### src/rtl/te_trace_ctrl.sv
// Trace-control sequencer: enable/trigger FSM, per-retirement qualification,
// first/privchange indications, encoder enable/disable pulses and resync counter.
module te_trace_ctrl #(
  parameter int RESYNC_CNT_W = 16,
  parameter int PRIV_W       = 2
) (
  input  logic                    clk_i,
  input  logic                    rst_ni,
  input  logic                    trace_enable_i,
  input  logic                    trigger_on_i,
  input  logic                    trigger_off_i,
  input  logic                    iretired_i,
  input  logic [PRIV_W-1:0]       priv_lvl_i,
  input  logic [PRIV_W-1:0]       priv_max_i,
  input  logic                    packet_emitted_i,
  input  logic [RESYNC_CNT_W-1:0] resync_max_i,
  output logic                    qualified_o,
  output logic                    first_qualified_o,
  output logic                    privchange_o,
  output logic                    enc_enabled_o,
  output logic                    enc_disabled_o,
  output logic                    gt_max_resync_o,
  output logic                    et_max_resync_o,
  output logic [1:0]              state_o
);

  typedef enum logic [1:0] {
    S_OFF   = 2'd0,
    S_ARMED = 2'd1,
    S_TRACE = 2'd2,
    S_STOP  = 2'd3
  } state_e;

  state_e                  r_state, w_state_nxt;
  logic                    r_first_pending;
  logic                    r_entry;
  logic [RESYNC_CNT_W-1:0] r_resync_cnt;
  logic [PRIV_W-1:0]       r_last_priv;

  logic w_in_trace;
  logic w_start;
  logic w_qual;

  assign w_in_trace = (r_state == S_TRACE);
  assign w_qual     = w_in_trace & iretired_i & (priv_lvl_i <= priv_max_i);

  always_comb begin
    w_state_nxt = r_state;
    w_start     = 1'b0;
    case (r_state)
      S_OFF:   if (trace_enable_i) w_state_nxt = S_ARMED;
      S_ARMED: begin
        if (!trace_enable_i) begin
          w_state_nxt = S_OFF;
        end else if (trigger_on_i && !trigger_off_i) begin
          w_state_nxt = S_TRACE;
          w_start     = 1'b1;
        end
      end
      S_TRACE: if (!trace_enable_i || trigger_off_i) w_state_nxt = S_STOP;
      S_STOP:  w_state_nxt = trace_enable_i ? S_ARMED : S_OFF;
      default: w_state_nxt = S_OFF;
    endcase
  end

  always_ff @(posedge clk_i or negedge rst_ni) begin
    if (!rst_ni) r_state <= S_OFF;
    else         r_state <= w_state_nxt;
  end

  // Pending flag masks privchange on the first qualified instruction.
  always_ff @(posedge clk_i or negedge rst_ni) begin
    if (!rst_ni) begin
      r_first_pending <= 1'b0;
      r_entry         <= 1'b0;
      r_last_priv     <= '1;
    end else begin
      r_entry <= w_start;
      if (w_start)     r_first_pending <= 1'b1;
      else if (w_qual) r_first_pending <= 1'b0;
      if (w_qual)      r_last_priv     <= priv_lvl_i;
    end
  end

  // A packet restarts the count; the qualifying instruction in that cycle counts as 1.
  always_ff @(posedge clk_i or negedge rst_ni) begin
    if (!rst_ni) begin
      r_resync_cnt <= '0;
    end else if (w_start) begin
      r_resync_cnt <= '0;
    end else if (w_in_trace) begin
      if (packet_emitted_i)
        r_resync_cnt <= w_qual ? RESYNC_CNT_W'(1) : '0;
      else if (w_qual && !(&r_resync_cnt))
        r_resync_cnt <= r_resync_cnt + RESYNC_CNT_W'(1);
    end
  end

  assign qualified_o       = w_qual;
  assign first_qualified_o = w_qual & r_first_pending;
  assign privchange_o      = w_qual & ~r_first_pending & (priv_lvl_i != r_last_priv);
  assign enc_enabled_o     = w_in_trace & r_entry;
  assign enc_disabled_o    = (r_state == S_STOP);
  assign gt_max_resync_o   = (r_resync_cnt > resync_max_i);
  assign et_max_resync_o   = (r_resync_cnt == resync_max_i);
  assign state_o           = r_state;

endmodule

### config.mk
export PLATFORM = sky130hd
export DESIGN_NAME = te_trace_ctrl
export DESIGN_NICKNAME = d
export VERILOG_FILES = /design/src/rtl/te_trace_ctrl.sv
export SDC_FILE = /design/constraint.sdc
export NUM_CORES = 1
export LEC_CHECK = 0
export BUFFER_PORTS_ARGS = -buffer_cell sky130_fd_sc_hd__buf_2
export CAP_MARGIN = 20
export CORE_ASPECT_RATIO = 1.1
export CORE_MARGIN = 5
export CORE_UTILIZATION = 59
export DETAILED_ROUTE_END_ITERATION = 7
export PLACE_DENSITY_LB_ADDON = 0.08
export SYNTH_ARGS = -nofsm -noshare
export SYNTH_HDL_FRONTEND = slang
export SYNTH_SLANG_ARGS = --single-unit
### constraint.sdc
create_clock -name clk_i -period 5.42 [get_ports clk_i]
set_input_delay 0.271 -clock clk_i [delete_from_list [all_inputs] [get_ports clk_i]]
set_output_delay 0.271 -clock clk_i [all_outputs]
set_load 0.01 [all_outputs]
# --- Word level (Yosys, flattened, before mapping) ---
# Cells that the tools add are included.
# W data, S select, Z words.
totals:
  word_cells: 52
  regBits: 22
  out_inout_bits: 9
  input_bits: 27
op_classes:
  reduce_logical: 13
  eq_ne: 8
  n_bitwise: 7
  order_cmp: 2
  n_addsub: 1
  n_mux: 16
op_table:
  columns: ["cell", "n"]
  rows:
  - ["$mux W16", 4]
  - ["$add A16 B1 Y16 const B", 1]
  - ["$eq A16 B16 Y1", 1]
  - ["$gt A16 B16 Y1", 1]
  - ["$reduce_and A16 Y1", 1]
  - ["$mux W2", 4]
  - ["$pmux W2 S4", 1]
  - ["$mux W1", 7]
  - ["$and A1 B1 Y1", 6]
  - ["$eq A2 B2 Y1 const B", 2]
  - ["$reduce_bool A2 Y1", 2]
  - ["$logic_not A1 Y1", 3]
  - ["$ne A3 B3 Y1 const B", 1]
  - ["$reduce_and A3 Y1", 1]
  - ["$reduce_bool A3 Y1", 1]
  - ["$eq A2 B1 Y1 const B", 1]
  - ["$le A2 B2 Y1", 1]
  - ["$logic_and A1 B1 Y1", 2]
  - ["$logic_not A2 Y1", 1]
  - ["$ne A2 B1 Y1 const B", 1]
  - ["$ne A2 B2 Y1", 1]
  - ["$ne A2 B2 Y1 const B", 1]
  - ["$reduce_and A2 Y1", 1]
  - ["$logic_or A1 B1 Y1", 1]
  - ["$not A1 Y1", 1]

# --- Longest topological paths before layout ---
depth:
  word_depth: 8
  mapped_depth: 8

# --- Worst setup path before layout ---
# Ideal clock, no wire load.
synth_timing:
  path_type: "input -> register"
  startpoint: "input port priv_max_i[1]"
  endpoint: "register r_resync_cnt[13]"
  n_path_buf: 1
  path_stages: 8
  required_ns: 5.354
  slack_ns: 3.592
  arrival_ns: 1.762
  path_cell_list: "inv_1 ha_1 and2b_2 o21ai_4 nand4_4 buf_6 or4_1 nand2_1"
synth_between:
  elab_chain_cells: 5
synth_rtl:
  columns: ["item", "line", "source"]
  rows:
  - ["start, declared", "14", "input logic [PRIV_W-1:0] priv_max_i,"]
  - ["$le A2 B2 Y1", "45", "assign w_qual = w_in_trace & iretired_i & (priv_lvl_i <= priv_max_i);"]
  - ["$and A1 B1 Y1", "45", null]
  - ["$logic_and A1 B1 Y1", "94", "else if (w_qual && !(&r_resync_cnt))"]
  - ["$reduce_bool A3 Y1 (no source line)", null, null]
  - ["$reduce_and A2 Y1 (no source line)", null, null]
  - ["end signal, assigned", "93", "r_resync_cnt <= w_qual ? RESYNC_CNT_W'(1) : '0;"]
  - ["end signal, assigned", "95", "r_resync_cnt <= r_resync_cnt + RESYNC_CNT_W'(1);"]
  - ["end, declared", "37", "logic [RESYNC_CNT_W-1:0] r_resync_cnt;"]
# No other way between the ends.
# A chain may end at the register's enable or synchronous reset.

# --- Final worst setup path ---
layout_timing:
  startpoint: "register r_resync_cnt[1]"
  endpoint: "output port gt_max_resync_o"
layout_between:
  elab_chain_cells: 1
layout_rtl:
  columns: ["item", "line", "source"]
  rows:
  - ["$gt A16 B16 Y1", "104", "assign gt_max_resync_o = (r_resync_cnt > resync_max_i);"]
  - ["end, declared", "22", "output logic gt_max_resync_o,"]
# No other way between the ends.

==> results summary <==
After clock tree synthesis, the clock-pin slew on the worst setup and hold paths is 130 ps. The worst setup path is of the reg2out kind. The startpoint of the worst hold path is priv_lvl_i[1].

The insertion delay of the later-clocked pin in the worst-skew pair is 320 ps. The post-CTS setup buffer count came out at 0. The total of fill cells in the finished design came out at 231. At the worst endpoint, the arrival time is 1990 ps. After detailed routing, the number of remaining DRC violations is 0. The largest net degree at the start of global routing is 23. After clock tree synthesis, the repair step resized 0 gates. The maximum buffer depth of the clock tree is 2.

After the first detailed-routing iteration, the DRC count stood at 73. Before antenna repair, the detailed router went through 4 iterations. Of the available clock period, the critical path in the final layout requires 0.417. The net count after synthesis came out at 244. The via count of the first global-routing pass came out at 1597. The most used flip-flop cell after synthesis is dfrtp_1. After synthesis, the largest family of logic cells by area is simple AND/OR/NAND/NOR gates. The aggregate global routing overflow is 0. The Yosys step of the flow raised 0 warnings. Of the total synthesized cell area, the portion taken by XOR and XNOR cells is 0.00996. The clock period could shrink to 2260 ps.

Of all nets on the critical path, the largest fanout is 6. The data required time of the worst path came out at 5150 ps. The number of synthesized register bits came out at 22.

The worst setup path is captured at a primary output. Counting flops with an async set or reset pin after synthesis yields a share of 1.00. The adder and majority gate portion of the synthesized area is 0.135.

The highest cell delay on the worst timing path came out at 470 ps. TritonCTS built the clock tree. The critical path's most frequent cell is a21oi_1. The root buffer cell chosen for the clock tree is clkbuf_4. The total routing resource utilization after global routing is 0.219. The final antenna diode count came out at 0.

The area growth from synthesis to layout came out at 13.7%. Excluding fillers, the count of instances in the completed layout stands at 267. The post-synthesis instance area is 0.00176 mm2.

The placement-stage cell area is 0.00194 mm2. The number of input and output port buffers inserted came out at 35. The library cell with the largest summed area after synthesis is dfrtp_1. Timing analysis after detailed placement gives a worst setup slack of 3330 ps. After synthesis, the mean cell area works out to 8.88 um2. The slowest stage of the critical path belongs to the cell dfrtp_1. The worst setup slack after layout came out at 3160 ps. Static timing analysis puts the maximum clock frequency at 443 MHz. The layout net count is 281. The number of hold-repair buffers added at the cts stage came out at 1. The tightest min-delay check is of the in2reg type.

The first-pass GRT wire length is 6930 um. Dividing the detail-routed wire length by the instance count gives 15.2 um. The maximum level of the CTS H-tree is 1. The run finished with clean final reports. The share of layout cells above drive strength 1 is 0.239. After synthesis, the netlist uses 47 different library cells. The post-synthesis instance total is 198. The worst pin sits at a relative slew slack of 0.428.

The number of hold violations in the final report came to 0. The final core utilization came out at 0.707. The fraction of the mapped netlist area in simple logic gates came out at 0.290. The routed wire length is 4050 um.

The total count of max-transition violations in the final report came out at 0. The clock sink total came out at 22. The power per unit of standard cell area is 203 mW/mm2. The boundary pin count came out at 36. The area fraction in compound gates after synthesis came out at 0.154. The number of enable flip-flop cells after synthesis came out at 0. The number of antenna violations at the first check in global routing was 0. The most critical setup path has its startpoint at r_resync_cnt[1]$_DFFE_PN0P_. The leakage power figure came out at 0.00105 uW. In the post-synthesis netlist, the biggest area contributors are dfrtp_1, ha_1, nand2_1. After detailed routing, the number of vias per cell comes to 5.95. The number of placed instances with taps included is 262. The total CTS buffers is 3. The measured slew at the worst slew-check pin is 858 ps. The vertical die dimension came out at 67.3 um. STA classifies the critical path startpoint as a flip-flop. Once detailed placement completed, the half-perimeter wirelength came to 3100 um. In this run the critical register-to-register path is launched from state_o[0]$_DFFE_PN0P_. The worst clock skew on the final layout came out at 7.83 ps. The x dimension of the die came out at 62.0 um.

The worst-case IR drop observed on VDD is 0.000169 V. Row generation in the floorplan step produced 20 rows. The sequential cell area fraction in the yosys report came out at 0.315. The total vias in the final route is 1588. The remaining antenna violation count is 0.

Setup violations remaining at the end of the flow were counted as 0. The tool flagged a number of max-cap violations equal to 0. The starting density of the core is 0.622. The final-layout setup total negative slack is 0 ps.

The mux share of post-synthesis cell area is 0.0235. The area share of the leading cell type in the synthesized netlist is 0.285. The weighted congestion at the end of routability-driven global placement is 0.864. The critical path goes through ha_1, nor2b_1, o211ai_1, a21oi_1, o31ai_1, a21oi_1, buf_2. The die covers 0.00417 mm2. Setup repair after global routing left no endpoint under its margin. The area of all placed cells without fillers came out at 0.00200 mm2. The area of the placeable core is 0.00283 mm2.
-- state kept, by name, summed over array words and instances, names as in the netlist, named ones only --
name,flops
r_resync_cnt,16
r_last_priv,2
r_entry,1
r_first_pending,1
state_o,1
-- metal layers --
metal,vias to the layer above,part of all wire,GRT usage
met2,47,0.47,0.368
li1,800,-,-
met1,733,0.46,0.287
met3,8,0.056,0.0229
met4,0,0.016,0.0769
met5,-,0,0
-- per-stage QoR --
stage	hold slack, ps	power, uW
detailed placement	258	278
global route	153	428
finish	149	406
global placement	255	274
floorplan	-24.6	248
CTS	155	408
-- synth_stat cells (2+ instances only) --
cell      instances
a211oi_1          2
a21oi_1          11
and2_1            2
and3_2            3
and4_2            2
buf_6             3
dfrtp_1          20
dfstp_2           2
ha_1             19
inv_1            24
mux2i_1           3
nand2_1          30
nand3_1          10
nand4_1           7
nand4_4           2
nor2_1            4
nor3_1            3
o211ai_1         10
o31ai_1           4
o41ai_1           2
or3_1             3
or4_1             6
xnor2_1           2
-- cells in the final DEF (no fill, tap or decap), types with 2 or more instances in the layout --
cell | synthesis | final
o41ai_1 | 2 | 2
or3_1 | 3 | 3
and3_2 | 3 | 3
and4_2 | 2 | 2
a21oi_1 | 11 | 11
dfrtp_1 | 20 | 20
ha_1 | 19 | 19
nor2_1 | 4 | 4
nand3_1 | 10 | 10
dfstp_2 | 2 | 2
o31ai_1 | 4 | 4
xnor2_1 | 2 | 2
or4_1 | 6 | 6
a211oi_1 | 2 | 2
buf_2 | 0 | 35
and2_1 | 2 | 2
nor3_1 | 3 | 3
o211ai_1 | 10 | 10
mux2i_1 | 3 | 3
nand2_1 | 30 | 30
nand4_4 | 2 | 2
inv_1 | 24 | 24
clkbuf_4 | 0 | 3
nand4_1 | 7 | 7
-- report_power, final --
| group | switching, uW | internal, uW |
|---|---|---|
| Combinational | 44.7 | 36.5 |
| Sequential | 14.1 | 181 |
| Clock | 54.5 | 74.9 |
| Total | 113 | 292 |
-- layout make-up --
cell class	count	area, um2	area share
clock buffers	3	22.5	0.0113
flip-flops and latches	22	553	0.277
multi-input cells	148	1080	0.539
repair buffers	36	185	0.0926
inverters	24	90.1	0.0451
clock inverters	1	30.0	0.0150
well taps	33	41.3	0.0207
-- path summary, 6_finish.rpt --
path                            depth (start not counted)                           to  slack, ps
worst max-delay path                                    7              gt_max_resync_o       3160
worst min-delay path                                    3   r_last_priv[1]$_DFFE_PN1P_        150
worst max register to register                          6  r_resync_cnt[2]$_DFFE_PN0P_       3280
worst min register to register                          2   r_last_priv[1]$_DFFE_PN1P_        480
max in group asynchronous                               2   r_last_priv[0]$_DFFE_PN1P_       4630
min in group asynchronous                               2  r_first_pending$_DFFE_PN0P_        440
-- worst max-delay path, delay by kind of cell, from the launching register on --
family / cells / cell delay [ps]
adders and majority gates: 1 / 320
buffers and inverters: 1 / 150
AOI/OAI and AO/OA: 4 / 590
and+or+nand+nor: 1 / 140
DFF: 1 / 470
-- cell families (layout without fill, tap and decap cells) --
logic type	count (synthesis)	after routing
multiplexers	4	4
AO/OA/AOI/OAI	38	38
XOR/XNOR	2	2
AND/OR/NAND/NOR	85	85
adder cells (fa/ha/maj)	19	19
flip-flops	22	22
buffers and inverters	28	64
Note: power is estimated with default switching activity, not from simulation.
